[src/rtl/pipe_ctrl.sv]
// pipe_ctrl -- hazard and control unit for a 5-stage pipeline.
//   Resolves EX operand forwarding, load-use bubbles, taken-branch and
//   overflow redirects, and the stall window of a multi-cycle MULT/DIV unit.
// Ports:
//   clk, rst                         clock, async active-high reset
//   rs_D, rt_D                       ID source registers
//   rs_E, rt_E                       EX source registers
//   reg_src3_E/M/W, RegWrite_E/M/W   destination register + write enable per stage
//   MemToReg_E                       EX instruction is a load
//   BranchM, ZeroM, OverflowM        MEM-stage branch/overflow status
//   MdStart_E                        MULT/DIV issue from EX
//   StallF, StallD                   hold PC and IF/ID
//   FlushD, FlushE, FlushM           zero IF/ID, ID/EX, EX/MEM control
//   ForwardA_E, ForwardB_E           00 regfile, 10 MEM alu_out, 01 WB result
//   PcSel                            00 PC+4, 01 branch target, 10 exception vector
//   md_busy                          MULT/DIV unit occupied

// Per-operand forwarding select. MEM has priority over WB; r0 never forwards.
module pipe_fwd #(
   parameter int RA = 4
) (
   input  logic [RA:0] src,
   input  logic [RA:0] dst_m,
   input  logic        wr_m,
   input  logic [RA:0] dst_w,
   input  logic        wr_w,
   output logic [1:0]  fwd
);
   always_comb begin
      fwd = 2'b00;
      if (wr_m && (dst_m != '0) && (dst_m == src))
         fwd = 2'b10;
      else if (wr_w && (dst_w != '0) && (dst_w == src))
         fwd = 2'b01;
   end
endmodule

module pipe_ctrl #(
   parameter int RA     = 4,
   parameter int MD_LAT = 32
) (
   input  logic        clk,
   input  logic        rst,
   input  logic [RA:0] rs_D,
   input  logic [RA:0] rt_D,
   input  logic [RA:0] rs_E,
   input  logic [RA:0] rt_E,
   input  logic [RA:0] reg_src3_E,
   input  logic [RA:0] reg_src3_M,
   input  logic [RA:0] reg_src3_W,
   input  logic        RegWrite_E,
   input  logic        RegWrite_M,
   input  logic        RegWrite_W,
   input  logic        MemToReg_E,
   input  logic        BranchM,
   input  logic        ZeroM,
   input  logic        OverflowM,
   input  logic        MdStart_E,
   output logic        StallF,
   output logic        StallD,
   output logic        FlushD,
   output logic        FlushE,
   output logic        FlushM,
   output logic [1:0]  ForwardA_E,
   output logic [1:0]  ForwardB_E,
   output logic [1:0]  PcSel,
   output logic        md_busy
);

   typedef enum logic [1:0] {RUN, MD_WAIT, EXC} state_t;

   state_t     state, state_nxt;
   logic [5:0] md_cnt, md_cnt_nxt;

   // ---------------- forwarding: operand 0 = rs_E, operand 1 = rt_E
   logic [1:0][RA:0] src_e;
   logic [1:0][1:0]  fwd_sel;

   assign src_e = {rt_E, rs_E};

   for (genvar g = 0; g < 2; g++) begin : g_fwd
      pipe_fwd #(.RA(RA)) u_fwd (
         .src   (src_e[g]),
         .dst_m (reg_src3_M),
         .wr_m  (RegWrite_M),
         .dst_w (reg_src3_W),
         .wr_w  (RegWrite_W),
         .fwd   (fwd_sel[g])
      );
   end

   assign ForwardA_E = fwd_sel[0];
   assign ForwardB_E = fwd_sel[1];

   // ---------------- hazard terms
   logic lu, br_taken, ovf;

   assign lu       = MemToReg_E && RegWrite_E && (reg_src3_E != '0) &&
                     ((reg_src3_E == rs_D) || (reg_src3_E == rt_D));
   assign br_taken = BranchM && ZeroM;
   // Overflow redirects from RUN and MD_WAIT; in EXC it is the trap already
   // being taken, so a second one is dropped.
   assign ovf      = OverflowM && (state != EXC);

   assign md_busy  = (state == MD_WAIT);

   // ---------------- state register
   always_ff @(posedge clk or posedge rst) begin
      if (rst) begin
         state  <= RUN;
         md_cnt <= '0;
      end else begin
         state  <= state_nxt;
         md_cnt <= md_cnt_nxt;
      end
   end

   // ---------------- next state
   always_comb begin
      state_nxt  = state;
      md_cnt_nxt = md_cnt;
      case (state)
         RUN: begin
            // overflow wins over a coincident MULT/DIV issue, which is dropped
            if (OverflowM) begin
               state_nxt = EXC;
            end else if (MdStart_E) begin
               state_nxt  = MD_WAIT;
               md_cnt_nxt = 6'(MD_LAT - 1);
            end
         end
         MD_WAIT: begin
            // branches/overflows here do not disturb the countdown
            md_cnt_nxt = md_cnt - 6'd1;
            if (md_cnt == 6'd1)
               state_nxt = RUN;
         end
         EXC:     state_nxt = RUN;
         default: state_nxt = RUN;
      endcase
   end

   // ---------------- control outputs, priority ovf > branch > md stall > lu
   always_comb begin
      StallF = 1'b0;
      StallD = 1'b0;
      FlushD = 1'b0;
      FlushE = 1'b0;
      FlushM = 1'b0;
      PcSel  = 2'b00;
      if (!rst) begin
         if (ovf) begin
            PcSel  = 2'b10;
            FlushD = 1'b1;
            FlushE = 1'b1;
            FlushM = 1'b1;
         end else if (br_taken) begin
            PcSel  = 2'b01;
            FlushD = 1'b1;
            FlushE = 1'b1;
            FlushM = 1'b1;
         end else if (state == EXC) begin
            // squash the instruction fetched behind the trap; fetch proceeds
            FlushD = 1'b1;
         end else if ((state == MD_WAIT) && MdStart_E) begin
            StallF = 1'b1;
            StallD = 1'b1;
            FlushE = 1'b1;
         end else if (lu) begin
            StallF = 1'b1;
            StallD = 1'b1;
            FlushE = 1'b1;
         end
      end
   end

endmodule

[config.mk]
export PLATFORM = sky130hd
export DESIGN_NAME = pipe_ctrl
export DESIGN_NICKNAME = d
export VERILOG_FILES = /design/src/rtl/pipe_ctrl.sv
export SDC_FILE = /design/constraint.sdc
export NUM_CORES = 1
export LEC_CHECK = 0
export CAP_MARGIN = 10
export CORE_ASPECT_RATIO = 0.75
export CORE_MARGIN = 5
export CORE_UTILIZATION = 42
export CTS_BUF_LIST = sky130_fd_sc_hd__clkbuf_4
export CTS_CLUSTER_SIZE = 40
export DETAILED_ROUTE_END_ITERATION = 8
export PLACE_DENSITY = 0.88
export SLEW_MARGIN = 25
export SYNTH_ARGS = -nofsm -noshare
export SYNTH_HDL_FRONTEND = slang
export SYNTH_HIERARCHICAL = 1
export SYNTH_SLANG_ARGS = --single-unit
[constraint.sdc]
create_clock -name clk -period 3.4 [get_ports clk]
set_clock_uncertainty 0.15 [all_clocks]
set_input_delay 0.68 -clock clk [delete_from_list [all_inputs] [get_ports clk]]
set_output_delay 0.68 -clock clk [all_outputs]
set_load 0.02 [all_outputs]
After elaboration in Yosys (flattened, before gate mapping) --
Index checks and enable logic that the tools add are counted.
Cells by class: equal/unequal tests 14, multiplexer cells 30, reduce and logical (&&, ||, !) cells 20, add/subtract/negate cells 1
Operators by type and width (count):
- $eq 5x5->1 | 6
- $mux 1 | 19
- $reduce_bool 5->1 | 3
- $mux 2 | 7
- $logic_and 1x1->1 | 12
- $mux 6 | 2
- $pmux 6 s2 | 1
- $eq 6x1->1 const B | 1
- $ne 2x2->1 const B | 3
- $sub 6x1->6 const B | 1
- $pmux 2 s2 | 1
- $ne 3x3->1 const B | 1
- $reduce_and 3->1 | 1
- $eq 2x1->1 const B | 1
- $eq 2x2->1 const B | 1
- $logic_not 2->1 | 1
- $ne 2x1->1 const B | 1
- $reduce_and 2->1 | 1
- $reduce_bool 2->1 | 1
- $logic_or 1x1->1 | 1
Word-level totals: register bits 8, output and inout port bits 12, logic and storage cells 67, input bits 45

Logic depth before layout (Yosys ltp) --
depth in word-level cells 9, mapped depth 5, depth with buffers taken out 5

Cells and area by module --
Netlist, hierarchy kept.
By module, submodules not included:
- pipe_ctrl | seq. area each 200.2 µm², cells an instance 75, area an instance 663.1 µm², times used 1
- pipe_fwd | seq. area each 0.0 µm², cells an instance 20, area an instance 151.4 µm², times used 2

Least setup slack after synthesis --
OpenSTA, ideal clock, no wires.
path kind input to output, from in rst, to out StallF, arrival 1846 ps, cell stages on the path 5, slack 724 ps, path buffers 1, data required time 2570 ps, path through inv_1 -> and2_1 -> o2111ai_2 -> o21ai_1 -> buf_4
On the way: word-level cells in the longest chain between the ends 1
RTL lines:
- start: declaration | RTL line 43 | input logic rst,
- $mux 1
- end: declaration | RTL line 59 | output logic StallF,
No other way between the ends.

Worst setup path after layout --
from in reg_src3_E[1], to out FlushE
On the way: word-level cells in the longest chain between the ends 9, elaborated cells between the ends (all ways) 12, classes of those cells eq/ne: 2; mux: 6; reduce/logical: 4
RTL lines:
- start: declaration | RTL line 48 | input logic [RA:0] reg_src3_E,
- $eq 5x5->1 / $reduce_bool 5->1 (equally long branches) | RTL line 99, 98
- $logic_or 1x1->1 / $logic_and 1x1->1 (equally long branches) | RTL line 99, 98
- $logic_and 1x1->1 (*) | RTL line 98 | assign lu = MemToReg_E && RegWrite_E && (reg_src3_E != '0) &&
- $mux 1 (*) | RTL line 169 | end else if (lu) begin
- $mux 1 (*) | RTL line 165 | end else if ((state == MD_WAIT) && MdStart_E) begin
- $mux 1 (*) | RTL line 162 | end else if (state == EXC) begin
- $mux 1 (*) | RTL line 157 | end else if (br_taken) begin
- $mux 1 (*) | RTL line 152 | if (ovf) begin
- $mux 1 (*) | RTL line 151 | if (!rst) begin
- end: declaration | RTL line 62 | output logic FlushE,
Every way passes the cells marked *; elsewhere a longest branch is shown, timed or not.

==> summary.md <==
| Metric | Value |
|---|---|
| Ys Warns | 6 |
| Final Max Slew Viols | 0 |
| Net Count, Synth | approximately 160 |
| Cell count after placement | 199 |
| # fillers | 167 |
| Post-DP HPWL | about 2800 µm |
| Clock Latency Late Sink | between 0.2 and 0.3 ns |
| Outcome | finished clean |
| Initial antenna violation count | 0 |
| Largest net degree at the start of global routing | 12 |
| Setup slack, reg-to-reg | around 2 ns |
| Routed len/inst | roughly 16 µm |
| Pre-antenna DRT Iters | 4 |
| Post-synth EDFFs | 0 |
| Clock-pin slew on the worst setup and hold paths | roughly 0.050 ns |
| I/O Buffers | 56 |
| Placer congestion estimate | approximately 0.96 |
| Part of the Yosys area used for sequential elements | around a fifth |
| Worst r2r dst | md_cnt[5] |
| Pwr dens | 355 nW/µm² |
| Crit-path max FO | 3 |
| Clock buffer depth | 2 |
| Startpoint types | input port |
| Wirelength, routed | about 3300 µm |
| Most Crowded Layer GR | met2 |
| Syn Std Cell Area | between 900 and 1000 µm² |
| Cell count after synthesis | 115 |
| Crit. Startpoint | reg_src3_E[1] |
| Final hold viol count | 0 |
| R2r startpoint | md_cnt[0] |
| Seq cells post-synth | 8 |
| RSZ-0062 raised after global routing | no |
| Final ANT Viol Nets | 0 |
| First-pass GRT wire length | 5250 µm |
| FMAX | between 300 and 400 MHz |
| Worst setup path category | input port to output pin |
| Die Span Y | 51.5 µm |
| Met2 global-route usage | 37.6% |
| Nets | 226 |
| Met3 GRT Util | under 10% |
| Area delta synth->final | 68.4% |
| Core area | 2250 µm² |
| Peak VDD IR | ~180 µV |
| Synth Flop Type | dfrtp_1 |
| Worst hold start | md_cnt[4] |
| Die area | ~3400 µm² |
| Initial drt markers | 37 |
| Max Cap Violations | 0 |
| Reg2reg path depth | 4 |
| Finished Layout Cells | 202 |
| Final setup TNS | 0 ns |
| Vias in the first global route | approximately 1.2k |
| Number of vias per cell | roughly 5.5 |
| Ports | 57 |
| Clock Tree Root | clkbuf_4 |
| Starting Density | ~43% |
| Hold_buf cts | 0 |
| Relative slew slack | just under 80% |
| Post-synthesis area per instance | ~8.4 µm² |
| Layout cells sized above 1 | around 11% |
| Vias post-DR | approximately 1.1k |
| Worst hold stages | 2 |
| Fin crit share | slightly above 90% |
| P_leak | 0.717 nW |
| Worst-Margin Slew | 0.312 ns |
| Total congestion overflow | 0 |
| Die W | ~65 µm |
| Met1 global-route usage | 23.5% |
| Post-route DRC | 0 |
| TritonCTS clock tree | done |
| Hold Path Sink | md_cnt[4] |
| HP Class | register to register |
| Crit. End Element | output pin |
| Clock H-tree levels | 1 |
| WP data required | roughly 2.6 ns |
| Clk sinks | 8 |
| Row count | 15 |
| Library cells used by synthesis | 33 |
| CTS buffer count | 3 |
| # diodes | 0 |
| Critical Path AT | 2.33 ns |
| Post-synth ARST share | between 90% and 100% |
| Final setup violation count | 0 |
| Post-layout min period | about 3.2 ns |
| GRT Total Usage | between 20% and 30% |
-- report_power, final --
| part | leakage (nW) | internal [W] | switching [W] |
|---|---|---|---|
| clock | 0.0138 | 0.0000404 | 0.0000323 |
| combinational | 0.611 | 0.000159 | 0.000164 |
| sequential | 0.0925 | 0.000134 | 0.0000490 |
| total | 0.717 | 0.000333 | 0.000245 |
-- sequential cells by signal (all words and copies together), names as in the netlist --
| name | count |
|---|---|
| state | 2 |
| md_cnt | 6 |
-- critical path: stages --
cell,delay (ns)
clkdlybuf4s50_1,0.48
or4_4,0.58
o211ai_2,0.17
o221ai_2,0.09
dlygate4sd2_1,0.33
-- cell usage in the layout, fill, tap and decap left out, types with 4 or more instances in the layout --
cell type        Yosys  layout
a21oi_1              4       4
buf_4                1       4
clkdlybuf4s50_1      0      48
dfrtp_1              8       8
dlymetal6s2s_1       0       6
inv_1                5       5
nand2_1             11      11
nand3_1              5       5
nor2_1               9       9
nor3_1               7       7
xnor2_1             10      10
xor2_1              20      20
-- routing by layer --
layer | routed length (µm) | vias up
li1 | - | 538
met1 | 1330 | 529
met2 | 1710 | 43
met3 | 201 | 5
met4 | 36 | 0
met5 | 0 | -
-- repair_timing --
item	CTS	global route
setup endpoints to repair	2	5
gates resized for setup	2	7
buffers inserted	0	0
-- synth_stat cells (2+ instances only) --
cell type  instances  share of area [%]
nor4_1             2                1.3
and3_1             2                1.3
nand3_1            5                2.6
o2111ai_1          2                1.8
o21ai_0            3                1.6
inv_1              5                1.9
a21oi_1            4                2.1
nor3_2             2                2.1
o41ai_2            2                3.4
dfrtp_1            8                 21
nand2_1           11                4.3
and2_1             2                1.3
o211ai_1           3                2.3
xnor2_1           10                9.1
ha_1               2                2.6
nor2_1             9                3.5
nor3_1             7                3.6
a211oi_2           2                2.6
xor2_1            20                 18
-- worst max-delay path by stage --
stage,to,cells past startpoint
2_1_floorplan,StallF,5
3_3_place_gp,FlushE,5
3_5_place_dp,FlushE,5
4_1_cts,StallF,5
5_1_grt,StallD,5
6_report,FlushE,5
-- logic make-up (layout without fill, tap and decap cells) --
| logic type | Yosys count | in the layout | synth area share [%] |
|---|---|---|---|
| compound gates | 23 | 23 | 21.4 |
| flops | 8 | 8 | 20.7 |
| fa+ha+maj | 2 | 2 | 2.59 |
| simple gates | 46 | 46 | 25.4 |
| buf+inv | 6 | 68 | 2.72 |
| xor+xnor | 30 | 30 | 27.2 |
-- through the flow --
stage                     hold WS [ns]  area [µm²]  utilization [%]  power, W  setup slack (ns)
final                            0.400        1630             72.2  0.000578             0.238
after global routing             0.426        1630             72.2  0.000622             0.158
after CTS                        0.400        1600             71.1  0.000578           0.00735
after detailed placement         0.382        1580             70.2  0.000502           0.00160
after global placement           0.375        1580             70.2  0.000479            0.0479
after floorplan                  0.350         966                -  0.000350             0.724
-- cell type report --
class                   instances  area (µm²)  area share [%]
inverters                       5        18.8            1.15
flip-flops and latches          8         200            12.3
well taps                      25        31.3            1.92
clock buffers                   3        22.5            1.38
multi-input cells             101         751            46.2
repair buffers                 60         603            37.1
(Power assumes the default switching activity.)
